### src/rtl/lcd1602_responder_if.sv
// Parallel HD44780-style LCD bus: the host (master) drives en/rs/rw/data_i,
// and the panel (slave) drives data_o back under data_oe during reads.
interface lcd1602_responder_if;
    logic       lcd_en;
    logic       lcd_rs;
    logic       lcd_rw;
    logic [7:0] lcd_data_i;
    logic [7:0] lcd_data_o;
    logic       lcd_data_oe;

    modport master (
        output lcd_en, lcd_rs, lcd_rw, lcd_data_i,
        input  lcd_data_o, lcd_data_oe
    );

    modport slave (
        input  lcd_en, lcd_rs, lcd_rw, lcd_data_i,
        output lcd_data_o, lcd_data_oe
    );
endinterface

### src/rtl/lcd1602_responder.sv
// LCD1602 panel-side responder: decodes the 8-bit HD44780 bus and keeps a
// 2x16 visible DDRAM that an on-chip scanner reads through rd_addr/rd_data.
module lcd1602_responder #(
    parameter int BUSY_CYC  = 2000,
    parameter int CLEAR_CYC = 76500
) (
    input  logic                  clk,
    input  logic                  rst_n,
    lcd1602_responder_if.slave    bus,
    input  logic [4:0]            rd_addr,
    output logic [7:0]            rd_data,
    output logic                  disp_on,
    output logic                  cursor_on,
    output logic                  blink_on,
    output logic [4:0]            cursor_idx,
    output logic                  cursor_vis,
    output logic                  busy,
    output logic                  err_flag
);

    localparam int MAX_CYC = (CLEAR_CYC > BUSY_CYC) ? CLEAR_CYC : BUSY_CYC;
    localparam int CNT_W   = $clog2(MAX_CYC + 1);
    localparam logic [CNT_W-1:0] BUSY_LOAD  = CNT_W'(BUSY_CYC);
    localparam logic [CNT_W-1:0] CLEAR_LOAD = CNT_W'(CLEAR_CYC);
    localparam logic [CNT_W-1:0] CNT_ONE    = CNT_W'(1);

    typedef enum logic [1:0] {
        ST_IDLE  = 2'd0,
        ST_SWEEP = 2'd1,
        ST_BUSY  = 2'd2
    } state_t;

    // Address counter step; the two visible-row windows wrap into each other.
    function automatic logic [6:0] ac_step(input logic [6:0] ac, input logic inc);
        logic [6:0] nxt;
        if (inc) begin
            if (ac == 7'h27)      nxt = 7'h40;
            else if (ac == 7'h67) nxt = 7'h00;
            else                  nxt = {ac[6], ac[5:0] + 6'd1};
        end else begin
            if (ac == 7'h00)      nxt = 7'h67;
            else if (ac == 7'h40) nxt = 7'h27;
            else                  nxt = {ac[6], ac[5:0] - 6'd1};
        end
        return nxt;
    endfunction

    function automatic logic ac_visible(input logic [6:0] ac);
        return (ac[5:4] == 2'b00);
    endfunction

    logic       en_s1_r, en_s2_r, en_prev_r;
    logic       rs_s1_r, rs_s2_r, rs_prev_r;
    logic       rw_s1_r, rw_s2_r, rw_prev_r;
    logic [7:0] data_s1_r, data_s2_r, data_prev_r;
    logic       fall_s;

    state_t           state_r, state_n;
    logic [CNT_W-1:0] cnt_r, cnt_n;
    logic [4:0]       sweep_idx_r, sweep_idx_n;
    logic [6:0]       ac_r, ac_n;
    logic             id_r, id_n, sh_r, sh_n;
    logic             d_r, d_n, c_r, c_n, b_r, b_n;
    logic             dl_r, dl_n, nl_r, nl_n, font_r, font_n;
    logic             err_r, err_n, busy_r;

    logic             wr_en_s;
    logic [4:0]       wr_addr_s;
    logic [7:0]       wr_data_s;
    logic [7:0]       ddram_r [32];
    logic [7:0]       rd_data_r, host_byte_s, data_o_r;
    logic             oe_r;

    // Two-flop synchronisers plus a one-cycle history for edge capture
    always_ff @(posedge clk or negedge rst_n) begin
        if (!rst_n) begin
            en_s1_r <= 1'b0;  en_s2_r <= 1'b0;  en_prev_r <= 1'b0;
            rs_s1_r <= 1'b0;  rs_s2_r <= 1'b0;  rs_prev_r <= 1'b0;
            rw_s1_r <= 1'b0;  rw_s2_r <= 1'b0;  rw_prev_r <= 1'b0;
            data_s1_r <= 8'h00; data_s2_r <= 8'h00; data_prev_r <= 8'h00;
        end else begin
            en_s1_r <= bus.lcd_en;      en_s2_r <= en_s1_r;    en_prev_r <= en_s2_r;
            rs_s1_r <= bus.lcd_rs;      rs_s2_r <= rs_s1_r;    rs_prev_r <= rs_s2_r;
            rw_s1_r <= bus.lcd_rw;      rw_s2_r <= rw_s1_r;    rw_prev_r <= rw_s2_r;
            data_s1_r <= bus.lcd_data_i; data_s2_r <= data_s1_r; data_prev_r <= data_s2_r;
        end
    end

    assign fall_s = en_prev_r & ~en_s2_r;

    // Next-state: busy/sweep sequencing, then the bus transaction on an en fall
    always_comb begin
        state_n = state_r;  cnt_n = cnt_r;  sweep_idx_n = sweep_idx_r;
        ac_n = ac_r;  id_n = id_r;  sh_n = sh_r;
        d_n = d_r;  c_n = c_r;  b_n = b_r;
        dl_n = dl_r;  nl_n = nl_r;  font_n = font_r;
        err_n = err_r;
        wr_en_s = 1'b0;  wr_addr_s = 5'd0;  wr_data_s = 8'h00;

        case (state_r)
            ST_SWEEP: begin
                wr_en_s     = 1'b1;
                wr_addr_s   = sweep_idx_r;
                wr_data_s   = 8'h20;
                sweep_idx_n = sweep_idx_r + 5'd1;
                cnt_n       = cnt_r - CNT_ONE;
                if (sweep_idx_r == 5'd31) begin
                    state_n = (cnt_r <= CNT_ONE) ? ST_IDLE : ST_BUSY;
                end else begin
                    state_n = ST_SWEEP;
                end
            end
            ST_BUSY: begin
                cnt_n = cnt_r - CNT_ONE;
                if (cnt_r <= CNT_ONE) begin
                    state_n = ST_IDLE;
                end else begin
                    state_n = ST_BUSY;
                end
            end
            ST_IDLE: begin
                state_n = ST_IDLE;
            end
            default: begin
                state_n = ST_IDLE;
            end
        endcase

        if (fall_s) begin
            if (rw_prev_r) begin
                // Reads bypass busy; a data read advances the cursor
                if (rs_prev_r) begin
                    ac_n = ac_step(ac_r, id_r);
                end else begin
                    ac_n = ac_r;
                end
            end else if (state_r != ST_IDLE) begin
                err_n = 1'b1;
            end else if (rs_prev_r) begin
                if (ac_visible(ac_r)) begin
                    wr_en_s   = 1'b1;
                    wr_addr_s = {ac_r[6], ac_r[3:0]};
                    wr_data_s = data_prev_r;
                end else begin
                    wr_en_s = 1'b0;
                end
                ac_n    = ac_step(ac_r, id_r);
                state_n = ST_BUSY;
                cnt_n   = BUSY_LOAD;
            end else begin
                state_n = ST_BUSY;
                cnt_n   = BUSY_LOAD;
                casez (data_prev_r)
                    8'b1???_????: ac_n = data_prev_r[6:0];
                    8'b01??_????: begin
                        err_n   = 1'b1;
                        state_n = ST_IDLE;
                        cnt_n   = cnt_r;
                    end
                    8'b001?_????: begin
                        dl_n = data_prev_r[4]; nl_n = data_prev_r[3]; font_n = data_prev_r[2];
                    end
                    8'b0001_????: begin
                        if (!data_prev_r[3]) begin
                            ac_n = ac_step(ac_r, data_prev_r[2]);
                        end else begin
                            ac_n = ac_r;
                        end
                    end
                    8'b0000_1???: begin
                        d_n = data_prev_r[2]; c_n = data_prev_r[1]; b_n = data_prev_r[0];
                    end
                    8'b0000_01??: begin
                        id_n = data_prev_r[1]; sh_n = data_prev_r[0];
                    end
                    8'b0000_001?: begin
                        ac_n  = 7'h00;
                        cnt_n = CLEAR_LOAD;
                    end
                    8'b0000_0001: begin
                        ac_n        = 7'h00;
                        id_n        = 1'b1;
                        state_n     = ST_SWEEP;
                        sweep_idx_n = 5'd0;
                        cnt_n       = CLEAR_LOAD;
                    end
                    default: cnt_n = BUSY_LOAD;
                endcase
            end
        end else begin
            err_n = err_r;
        end
    end

    // Control/status registers; reset launches the clear sweep
    always_ff @(posedge clk or negedge rst_n) begin
        if (!rst_n) begin
            state_r <= ST_SWEEP;  cnt_r <= CLEAR_LOAD;  sweep_idx_r <= 5'd0;
            ac_r <= 7'h00;  id_r <= 1'b1;  sh_r <= 1'b0;
            d_r <= 1'b0;  c_r <= 1'b0;  b_r <= 1'b0;
            dl_r <= 1'b0;  nl_r <= 1'b0;  font_r <= 1'b0;
            err_r <= 1'b0;  busy_r <= 1'b1;
        end else begin
            state_r <= state_n;  cnt_r <= cnt_n;  sweep_idx_r <= sweep_idx_n;
            ac_r <= ac_n;  id_r <= id_n;  sh_r <= sh_n;
            d_r <= d_n;  c_r <= c_n;  b_r <= b_n;
            dl_r <= dl_n;  nl_r <= nl_n;  font_r <= font_n;
            err_r <= err_n;  busy_r <= (state_n != ST_IDLE);
        end
    end

    // DDRAM write port; contents are initialised by the reset sweep
    always_ff @(posedge clk) begin
        if (wr_en_s) begin
            ddram_r[wr_addr_s] <= wr_data_s;
        end
    end

    // Byte presented to the host on a data read
    always_comb begin
        host_byte_s = 8'h20;
        if (ac_visible(ac_r)) begin
            host_byte_s = ddram_r[{ac_r[6], ac_r[3:0]}];
        end else begin
            host_byte_s = 8'h20;
        end
    end

    // Registered scanner read and host read-back drivers
    always_ff @(posedge clk or negedge rst_n) begin
        if (!rst_n) begin
            rd_data_r <= 8'h00;
            data_o_r  <= 8'h00;
            oe_r      <= 1'b0;
        end else begin
            rd_data_r <= ddram_r[rd_addr];
            if (en_s2_r && rw_s2_r) begin
                oe_r     <= 1'b1;
                data_o_r <= rs_s2_r ? host_byte_s : {busy_r, ac_r};
            end else begin
                oe_r     <= 1'b0;
                data_o_r <= 8'h00;
            end
        end
    end

    assign rd_data         = rd_data_r;
    assign bus.lcd_data_o  = data_o_r;
    assign bus.lcd_data_oe = oe_r;
    assign disp_on         = d_r;
    assign cursor_on       = c_r;
    assign blink_on        = b_r;
    assign cursor_idx      = {ac_r[6], ac_r[3:0]};
    assign cursor_vis      = ac_visible(ac_r);
    assign busy            = busy_r;
    assign err_flag        = err_r;

endmodule

### src/flat_wrapper.sv
// flat-port wrapper written by rule: the top's interface ports become plain ports
module lcd1602_responder_flat 
#(
    parameter int BUSY_CYC  = 2000,
    parameter int CLEAR_CYC = 76500
)
  (clk, rst_n, rd_addr, rd_data, disp_on, cursor_on, blink_on, cursor_idx, cursor_vis, busy, err_flag, bus_lcd_en, bus_lcd_rs, bus_lcd_rw, bus_lcd_data_i, bus_lcd_data_o, bus_lcd_data_oe);
  lcd1602_responder_if bus_i ();
  input  logic clk;
  input  logic rst_n;
  input  logic [4:0] rd_addr;
  output logic [7:0] rd_data;
  output logic disp_on;
  output logic cursor_on;
  output logic blink_on;
  output logic [4:0] cursor_idx;
  output logic cursor_vis;
  output logic busy;
  output logic err_flag;
  input wire logic [$bits(bus_i.lcd_en)-1:0] bus_lcd_en;
  input wire logic [$bits(bus_i.lcd_rs)-1:0] bus_lcd_rs;
  input wire logic [$bits(bus_i.lcd_rw)-1:0] bus_lcd_rw;
  input wire logic [$bits(bus_i.lcd_data_i)-1:0] bus_lcd_data_i;
  output wire logic [$bits(bus_i.lcd_data_o)-1:0] bus_lcd_data_o;
  output wire logic [$bits(bus_i.lcd_data_oe)-1:0] bus_lcd_data_oe;
  assign bus_i.lcd_en = bus_lcd_en;
  assign bus_i.lcd_rs = bus_lcd_rs;
  assign bus_i.lcd_rw = bus_lcd_rw;
  assign bus_i.lcd_data_i = bus_lcd_data_i;
  assign bus_lcd_data_o = bus_i.lcd_data_o;
  assign bus_lcd_data_oe = bus_i.lcd_data_oe;
  lcd1602_responder #(.BUSY_CYC(BUSY_CYC), .CLEAR_CYC(CLEAR_CYC)) u_core (.clk(clk), .rst_n(rst_n), .bus(bus_i), .rd_addr(rd_addr), .rd_data(rd_data), .disp_on(disp_on), .cursor_on(cursor_on), .blink_on(blink_on), .cursor_idx(cursor_idx), .cursor_vis(cursor_vis), .busy(busy), .err_flag(err_flag));
endmodule
### config.mk
export PLATFORM = sky130hd
export DESIGN_NAME = lcd1602_responder_flat
export DESIGN_NICKNAME = d
export VERILOG_FILES = /design/src/rtl/lcd1602_responder_if.sv /design/src/rtl/lcd1602_responder.sv /design/src/flat_wrapper.sv
export SDC_FILE = /design/constraint.sdc
export NUM_CORES = 1
export LEC_CHECK = 0
export ABC_AREA = 1
export BUFFER_PORTS_ARGS = -buffer_cell sky130_fd_sc_hd__buf_2
export CAP_MARGIN = 0
export CORE_AREA = 2 2 176 178
export DETAILED_ROUTE_END_ITERATION = 10
export DIE_AREA = 0 0 178 180
export PLACE_DENSITY = 0.75
export SYNTH_ARGS = -nofsm -noshare
export SYNTH_HDL_FRONTEND = slang
export SYNTH_SLANG_ARGS = --single-unit
### constraint.sdc
create_clock -name clk -period 3.5 [get_ports clk]
set_clock_uncertainty 0.1 [all_clocks]
set_input_delay 0.525 -clock clk [delete_from_list [all_inputs] [get_ports clk]]
set_output_delay 0.525 -clock clk [all_outputs]
set_load 0.1 [all_outputs]
Yosys cells after proc, flatten, opt, wreduce, memory -nomap -nowiden
Memories as Yosys holds them, arrays and structs flattened. A register that Yosys moved wholly into a read port is not among the register bits.
Index checks and enable logic that the tools add are counted.
{"block": "totals", "reg_bits": 79, "ramBits": 256, "input_bits": 18, "output_inout_bits": 28, "elab_cells": 127, "memories": 1}
{"name": "u_core.ddram_r", "depth": 32, "word_bits": 8, "rd": 2, "rd_clocked_by_memory_dff": 1, "wr": 1, "line_no": "lcd1602_responder.sv:70", "source": "logic [7:0] ddram_r [32];"}
{"block": "op_classes", "n_addsub": 4, "n_lt_le_gt_ge": 1, "eq_ne": 17, "muxes": 60, "bitwise": 5, "reduce_logical": 15}
{"cell": "$mux 17", "n": 5}
{"cell": "$mux 7", "n": 11}
{"cell": "$mux 8", "n": 8}
{"cell": "$mux 5", "n": 12}
{"cell": "$pmux 17 s2", "n": 1}
{"cell": "$pmux 7 s3", "n": 1}
{"cell": "$le 17x1->1 const B", "n": 1}
{"cell": "$sub 17x1->17 const B", "n": 1}
{"cell": "$reduce_and 5->1", "n": 3}
{"cell": "$eq 7x7->1 const B", "n": 2}
{"cell": "$mux 1", "n": 12}
{"cell": "$mux 2", "n": 6}
{"cell": "$eq 8x1->1 const B", "n": 1}
{"cell": "$pmux 2 s2", "n": 2}
{"cell": "$reduce_bool 2->1", "n": 4}
{"cell": "$eq 7x1->1 const B", "n": 1}
{"cell": "$eq 7x6->1 const B", "n": 1}
{"cell": "$logic_not 7->1", "n": 1}
{"cell": "$add 6x1->6 const B", "n": 1}
{"cell": "$eq 6x1->1 const B", "n": 1}
{"cell": "$mux 6", "n": 1}
{"cell": "$sub 6x1->6 const B", "n": 1}
{"cell": "$add 5x1->5 const B", "n": 1}
{"cell": "$eq 5x1->1 const B", "n": 1}
{"cell": "17 further kinds", "n": 23}

Longest topological paths before layout
Gate-level depths: netlist (run 1).
{"block": "depth", "word_depth": 9, "mapped_depth": 14, "ltp_nobuf": 12}

Least setup slack after synthesis (run 1)
No wires, ideal clock.
{"block": "synth_path", "kind": "reg2reg", "from": "register u_core.ac_r[4]", "to": "memory u_core.ddram_r[0][5], data pin", "setup_time_ns": 0.454, "arrival_time_ns": 3.040, "t_required_ns": 2.946, "slack_ns": -0.094, "stages_incl_launch_ff": 6, "path_buffers": 2, "synth_period_minus_slack_ns": 3.594, "path_cell_list": "dfrtp_1 -> buf_2 -> nor2_2 -> nand2_4 -> buf_6 -> o21ai_0"}
{"block": "synth_via", "elab_chain_len": 6}
{"item": "from (decl)", "line_no": "lcd1602_responder.sv:61", "source": "logic [6:0] ac_r, ac_n;"}
{"item": "from (signal assigned)", "line_no": "lcd1602_responder.sv:205", "source": "ac_r <= ac_n; id_r <= id_n; sh_r <= sh_n;"}
{"item": "$logic_not 2->1"}
{"item": "via cursor_vis", "line_no": "flat_wrapper.sv:17", "source": "output logic cursor_vis;"}
{"item": "$mux 8", "line_no": "lcd1602_responder.sv:140", "source": "if (ac_visible(ac_r)) begin"}
{"item": "$mux 8", "line_no": "lcd1602_responder.sv:139", "source": "end else if (rs_prev_r) begin"}
{"item": "$mux 8", "line_no": "lcd1602_responder.sv:137", "source": "end else if (state_r != ST_IDLE) begin"}
{"item": "$mux 8", "line_no": "lcd1602_responder.sv:130", "source": "if (rw_prev_r) begin"}
{"item": "$mux 8", "line_no": "lcd1602_responder.sv:129", "source": "if (fall_s) begin"}
{"item": "via u_core.wr_data_s[5]", "line_no": "lcd1602_responder.sv:69", "source": "logic [7:0] wr_data_s;"}
{"item": "to (decl)", "line_no": "lcd1602_responder.sv:70"}
The timed path passes the listed nets, and every way through them passes these cells.

Final worst setup path (run 1)
{"block": "layout_path", "from": "register u_core.state_r[1]", "to": "memory u_core.ddram_r[11][1], enable pin"}
{"block": "layout_via", "elab_chain_len": 8, "elab_cells_between_ends": 15, "cone_classes": "eq/ne: 1; mux: 13; reduce/logical: 1"}
{"item": "from (decl)", "line_no": "lcd1602_responder.sv:58", "source": "state_t state_r, state_n;"}
{"item": "from (signal assigned)", "line_no": "lcd1602_responder.sv:204", "source": "state_r <= state_n; cnt_r <= cnt_n; sweep_idx_r <= sweep_idx_n;"}
{"item": "$eq 2x1->1", "line_no": "lcd1602_responder.sv:100", "source": "case (state_r)"}
{"item": "$mux 1", "line_no": "lcd1602_responder.sv:100"}
{"item": "$mux 1", "line_no": "lcd1602_responder.sv:139"}
{"item": "$mux 1", "line_no": "lcd1602_responder.sv:137"}
{"item": "$mux 1", "line_no": "lcd1602_responder.sv:130"}
{"item": "$mux 1", "line_no": "lcd1602_responder.sv:129"}
{"item": "$mux 1", "line_no": "lcd1602_responder.sv:214", "source": "if (wr_en_s) begin"}
{"item": "$mux 1 (not written as such)", "line_no": "lcd1602_responder.sv:215", "source": "ddram_r[wr_addr_s] <= wr_data_s;"}
Parallel ways exist; a longest one is shown, timed or not.

==> metrics.md, run 1 <==
| Metric | Value |
|---|---|
| Status | complete, no violations |
| Share of cells above drive strength 1 | 0.0954 |
| Critical path type | reg2reg |
| Routed wire length | 50000 µm |
| Final net count | 2176 |
| Max Fclk | roughly 330 MHz |
| M1 wire length | 19400 µm |
| Leakage dissipation | 8.71 nW |
| Final Cycle Share | 0.865 |
| Starting Density | 0.590 |
| Uppermost routed layer | met4 |
| Mapped cell area | 17800 µm² |
| IO Count | 46 |
| Vias per Instance | 5.87 |
| Library cells used by synthesis | 43 |
| Largest net degree at the start of global routing | 102 |
| Synth cell count leaders | nand2_1, inv_1, edfxtp_1 |
| DRT antenna net count | 0 |
| Post-synth EDFFs | ~260 |
| Sequential fraction of the synthesis area | 0.554 |
| DR vias | 15066 |
| Max-cap violations | 0 |
| Clock-pin slew on the worst setup and hold paths | 0.06 ns |
| Pint | roughly 7.7 mW |
| Clock network fraction of design power | 0.299 |
| Clock tree buffer depth | 3 |
| Setup TNS | 0 ns |
| Core area | 30200 µm² |
| Post CTS Setup Buffer Count | 0 |
| CTS tree | yes |
| CTS buffer count | 37 |
| Initial DRC Count | a little under 2000 |
| GRT Resource Usage Total | 0.316 |
| Max Slew Vio Count | 0 |
| WL met2 | 23200 µm |
| Warnings, synthesis | 0 |
| Dpl hpwl | between 30000 and 40000 µm |
| Seq cells post-synth | 343 |
| Top FF cell, synth | edfxtp_1 |
| Cell Area, Placed | around 18000 µm² |
| Met3 wire length | ~5300 µm |
| Layout Utilization | 0.653 |
| IO Port Bufs | 45 |
| Switching Share | 0.376 |
| Diode count | 0 |
| RSZ-0062 raised after global routing | false |
| Worst path required time | 3.54 ns |
| Crit path DAT | just over 3 ns |
| Final GP Congestion | 0.926 |
| PD cells | 624 nW/µm² |
| Sink Count | 343 |
| Count leader, synth | nand2_1 |
| Actual slew at the worst max-slew pin | 0.952 ns |
| Switching power | 4.64 mW |
| Site Rows | 64 |
| Fill cells | 2395 |
| Worst skew pair latency | 0.52 ns |
| Drt wl/cell | roughly 19 µm |
| Post-Syn Instances | roughly 2100 |
| Relative slew slack | 0.365 |
| Yosys top cell by area | edfxtp_1 |
| Worst setup SP type | flip-flop |
| Hold Path Class | in2reg |
| Area Overhead vs Synth | 10.7% |
| CTS HTree Levels | 2 |
| Ranking of synthesized cells by area | edfxtp_1, nand2_1, dfrtp_1 |
| Die width | 178 µm |
| Crit. End Element | flip-flop |
| Post-Syn Nets | 2143 |
| Comb power frac | 0.323 |
| Final setup violation count | 0 |
| Initial antenna violation count | 0 |
| Sequential power share | 0.378 |
| DR pass1 iterations | 6 |
| Max VDD drop | 0.000603 V |
| GRT Residual Overflow | 0 |
| Vias in the first global route | 14413 |
| Die Ht | 180 µm |
| First-pass GRT wire length | 78100 µm |
| CP max FO | 8 |
| Fin crit period | 3.03 ns |
| Post-route cell area | 19700 µm² |
| Synth top area share | 0.431 |
| Async set-reset flop share out of synthesis | 0.254 |
| Final hold vios | 0 |
| Synthesized area per cell | 8.43 µm² |
| Root Buffer | clkbuf_16 |
| DRC Markers | 0 |
| Die area | approximately 32000 µm² |
## kinds of logic (layout without fill, tap and decap cells)
logic type / after synthesis / after routing / share of synthesized area
flip-flops: 343 / 343 / 0.554
AO/OA/AOI/OAI: 366 / 366 / 0.112
AND/OR/NAND/NOR: 982 / 982 / 0.231
adder cells (fa/ha/maj): 11 / 11 / 0.00772
XOR/XNOR: 8 / 8 / 0.00393
buffers and inverters: 404 / 460 / 0.0909
## final timing paths
check / start / end / slack (ns) / depth (start not counted)
setup / recovery: u_core.state_r[1] / u_core.ddram_r[11][1] / 0.47 / 10
hold / removal: rd_addr[4] / u_core.rd_data[4] / 0.25 / 3
setup reg to reg: u_core.state_r[1] / u_core.ddram_r[11][1] / 0.47 / 10
hold reg to reg: u_core.data_s2_r[0] / u_core.data_prev_r[0] / 0.25 / 0
max in group asynchronous: rst_n / u_core.cnt_r[6] / 1.99 / 3
min in group asynchronous: rst_n / u_core.data_s1_r[5] / 0.47 / 2
## cell usage in the layout, fill, tap and decap left out, drive strengths merged
cell	synthesis	final
bufinv	0	3
nand3	194	194
o21bai	9	9
o2111ai	1	1
xor2	6	6
clkinv	2	12
clkinvlp	0	1
inv	287	288
a211oi	24	24
o221ai	5	5
ha	11	11
edfxtp	256	256
nor2	213	213
a21oi	125	125
o211ai	11	11
clkbuf	54	47
and3	1	1
a31oi	1	1
o21ai	189	189
dfstp	11	11
a22oi	1	1
nand2	545	545
xnor2	2	2
dfrtp	76	76
nand3b	3	3
dlygate4sd3	0	12
nor3	9	9
buf	61	97
nor4	1	1
nand4	10	10
or2	6	6
## power groups by stage
stage | logic [mW] | clock network, mW | registers, mW
floorplan | 2.62 | 0 | 4.86
global placement | 3.81 | 0 | 4.72
detailed placement | 3.87 | 0 | 4.73
CTS | 3.90 | 3.72 | 4.65
global route | 4.30 | 3.88 | 4.67
finish | 3.98 | 3.68 | 4.65
## routing by layer
layer | vias to the layer above | track usage
li1 | 6980 | -
met1 | 6968 | 0.432
met2 | 967 | 0.498
met3 | 151 | 0.0537
met4 | 0 | 0.137
met5 | - | 0
## sequential cells by signal (all words and copies together) (netlist names), 2 cells and up
register,flops
u_core.data_s2_r,8
u_core.ddram_r,256
u_core.bus.lcd_data_o,8
u_core.rd_data,8
u_core.ac_r,7
u_core.state_r,2
u_core.data_prev_r,8
u_core.sweep_idx_r,5
u_core.data_s1_r,8
u_core.cnt_r,17
## timing repair
action	in CTS	in global routing
hold endpoints to repair	59	0
resized for setup	0	0
hold buffers	12	0
## final cells by class
cell class                      count  area (µm²)  share of cell area
Clock inverter                     15         149             0.00755
Sequential cell                   343        9880               0.501
Inverter                          289        1080              0.0550
Tap cell                          396         495              0.0251
Timing Repair Buffer              109         806              0.0409
Clock buffer                       47         963              0.0488
Multi-Input combinational cell   1367        6340               0.322
## through the flow
| stage | hold WS, ns | worst slack (ns) | power (mW) | std cells |
|---|---|---|---|---|
| detailed placement | 0.236 | 0.545 | 8.60 | 2492 |
| global route | 0.249 | 0.316 | 12.9 | 2566 |
| finish | 0.245 | 0.473 | 12.3 | 2566 |
| global placement | 0.231 | 0.635 | 8.53 | 2492 |
| CTS | 0.231 | 0.514 | 12.3 | 2566 |
| floorplan | 0.129 | 0.427 | 7.49 | 2114 |
## critical path: stages, from the launching register on
cell	delay (ns)
dfrtp_1	0.38
inv_1	0.08
ha_1	0.22
inv_2	0.08
nor3_4	0.38
nand2_4	0.11
nor2_4	0.17
a21oi_2	0.09
a21oi_4	0.17
nand2_2	0.23
nor2_1	0.62
(Power assumes the default switching activity.)
==> run 2, diff against run 1 <==
CORE_AREA = 10 10 184 186   (was 2 2 176 178)
DIE_AREA = 0 0 194 196   (was 0 0 178 180)
==> metrics.md, run 2 (synthesis results as in run 1) <==
| Metric | Value |
|---|---|
| Max reg flops | 256 (unchanged) |
| DR vias | 15090 (+0.16%) |
| First-pass GRT wire length | 79900 µm (+2.3%) |
| Starting Density | 0.589 (-0.00156) |
| Clock-pin slew on the worst setup and hold paths | 0.06 ns (about the same) |
| Non-Filler Instances | 2566 (unchanged) |
| IO Count | 46 (unchanged) |
| Placed Instances | 2502 (+0.40%) |
| DR pass1 iterations | 7 (+1) |
| Final hold vios | 0 (unchanged) |
| Post CTS Setup Buffer Count | 0 (unchanged) |
| GRT Residual Overflow | 0 (unchanged) |
| Hold depth | 1 (-2) |
| Status | complete, no violations |
| Commonest non-fill, non-tap cell in the layout | nand2_1 |
| CTS tree | yes |
| Initial antenna violation count | 0 (unchanged) |
| Crit path DAT | 3.04 ns (-0.02 ns) |
| Critical path type | reg2reg |
| Hold Startpoint | bus_lcd_data_i[7] |
| GRT Resource Usage Total | 0.260 (-0.0557) |
| Top flop regs | u_core.ddram_r: 256 flops, u_core.cnt_r: 17 flops |
| Initial DRC Count | 2187 (+13%) |
| Max-cap violations | 0 (unchanged) |
| Leakage dissipation | 8.78 nW (+0.85%) |
| Actual slew at the worst max-slew pin | 0.934 ns (-0.0180 ns) |
| CP max FO | 8 (unchanged) |
| Reg-to-Reg Start | u_core.state_r[1] |
| Min-Delay Endpoint | u_core.data_s1_r[7] |
| Vias in the first global route | 14551 (+0.96%) |
| RSZ-0062 raised after global routing | false |
| Worst skew pair latency | 0.52 ns (about the same) |
| Share of cells above drive strength 1 | 0.105 (+0.00922) |
| Most flops, register | u_core.ddram_r |
| Crit. End Element | flip-flop |
| Most frequent cells in the layout | nand2_1, inv_1, edfxtp_1 |
| Fill cells | 2416 (+0.88%) |
| Die Ht | 196 µm (+8.9%) |
| Fin crit period | 2.99 ns (-0.0343 ns) |
| Die width | 194 µm (+9.0%) |
| Hold Path Class | in2reg |
| Reg2reg path depth | 10 (unchanged) |
| Vias per Instance | 5.88 (+0.16%) |
| Final GP Congestion | 0.940 (+1.5%) |
| Setup TNS | 0 ns (unchanged) |
| Worst setup SP type | flip-flop |
| Die area | 38000 µm² (+19%) |
| WL met2 | 24200 µm (+4.5%) |
| Layout Utilization | 0.654 (about the same) |
| Total power | 12.7 mW (+3.0%) |
| Max Slew Vio Count | 0 (unchanged) |
| Root Buffer | clkbuf_16 |
| Flop2flop setup slack | 0.51 ns (+0.03 ns) |
| Area Overhead vs Synth | 11.1% |
| DRC Markers | 0 (unchanged) |
| Worst path required time | 3.55 ns (about the same) |
| M1 wire length | 19100 µm (-1.4%) |
| Diode count | 0 (unchanged) |
| Met3 wire length | 5610 µm (+6.4%) |
| Max Fclk | 334 MHz (+1.1%) |
| IO Port Bufs | 45 (unchanged) |
| Cts hold-fix bufs | 0 (-12) |
| Final Cycle Share | 0.855 (-0.00981) |
| Max VDD drop | 0.000537 V (-11%) |
| Drt wl/cell | 19.8 µm (+1.6%) |
| Largest net degree at the start of global routing | 167 (+64%) |
| Relative slew slack | 0.377 (+0.0127) |
| FF-to-FF End | u_core.ddram_r[27][5] |
| PD cells | 641 nW/µm² (+2.6%) |
| Sink Count | 343 (unchanged) |
| CTS HTree Levels | 2 (unchanged) |
| Routed wire length | 50800 µm (+1.6%) |
| DRT antenna net count | 0 (unchanged) |
| Final setup violation count | 0 (unchanged) |
| CTS buffer count | 37 (unchanged) |
| Uppermost routed layer | met4 |
| Dpl hpwl | 32300 µm (+0.30%) |
| Core area | 30300 µm² (+0.26%) |
| Site Rows | 64 (unchanged) |
| Final net count | 2174 (-0.092%) |
| CTS resizes | 0 (unchanged) |
| Clock tree buffer depth | 3 (unchanged) |
## run 2: changes by cell type in the layout (fill, tap and decap cells not counted), sizes merged
cell,previous run,this run
dlygate4sd3,12,0
buf,97,107
bufinv,3,5
clkbuf,47,49
clkinv,12,10
clkinvlp,1,0
inv,288,289
## run 2: critical path, cell delays in order, from the launching register on
cell     delay (ns)
dfrtp_1        0.39
inv_1          0.08
ha_1           0.24
inv_2          0.08
nor3_4         0.38
nand2_4        0.12
nor2_4         0.16
nand2_2        0.08
a21oi_4        0.17
nand2_2        0.21
nor2_1         0.62
## run 2: power by group
part | internal, mW | switching, mW
clock network | 2.45 | 1.57
logic | 1.00 | 3.02
registers | 4.49 | 0.142
## run 2: worst max-delay path by stage
| stage | endpoint | from | slack, ns | depth (start not counted) |
|---|---|---|---|---|
| after floorplan | u_core.ddram_r[11][0] | u_core.ac_r[4] | 0.43 | 8 |
| after global placement | u_core.ddram_r[1][4] | u_core.state_r[1] | 0.67 | 10 |
| after detailed placement | u_core.ddram_r[25][1] | u_core.state_r[1] | 0.57 | 10 |
| after CTS | u_core.ddram_r[27][5] | u_core.state_r[1] | 0.54 | 10 |
| after global routing | u_core.ddram_r[1][0] | u_core.state_r[1] | 0.35 | 10 |
| final | u_core.ddram_r[27][5] | u_core.state_r[1] | 0.51 | 10 |
## run 2: final cells by class
cell class,instances,area [µm²],share of cell area
clock buffer,49,1040,0.0526
clock inverter,15,198,0.00999
inverter,289,1080,0.0548
multi-input combinational,1367,6340,0.320
sequential,343,9880,0.499
tap,396,495,0.0250
timing repair buffer,107,748,0.0378
## run 2: layer usage
metal / vias up / global-route usage
li1: 6961 / -
met2: 923 / 0.429
met1: 7074 / 0.338
met4: 0 / 0.0955
met5: - / 0
met3: 132 / 0.0459
## run 2: stage by stage
| step | worst slack [ns] | hold slack [ns] | cell area, µm² |
|---|---|---|---|
| 5_1_grt | 0.354 | 0.00420 | 19800 |
| 4_1_cts | 0.536 | 0.00287 | 19800 |
| 3_5_place_dp | 0.569 | 0.235 | 18600 |
| 3_3_place_gp | 0.674 | 0.232 | 18600 |
| 6_report | 0.507 | 0.0148 | 19800 |
| 2_1_floorplan | 0.427 | 0.129 | 17800 |
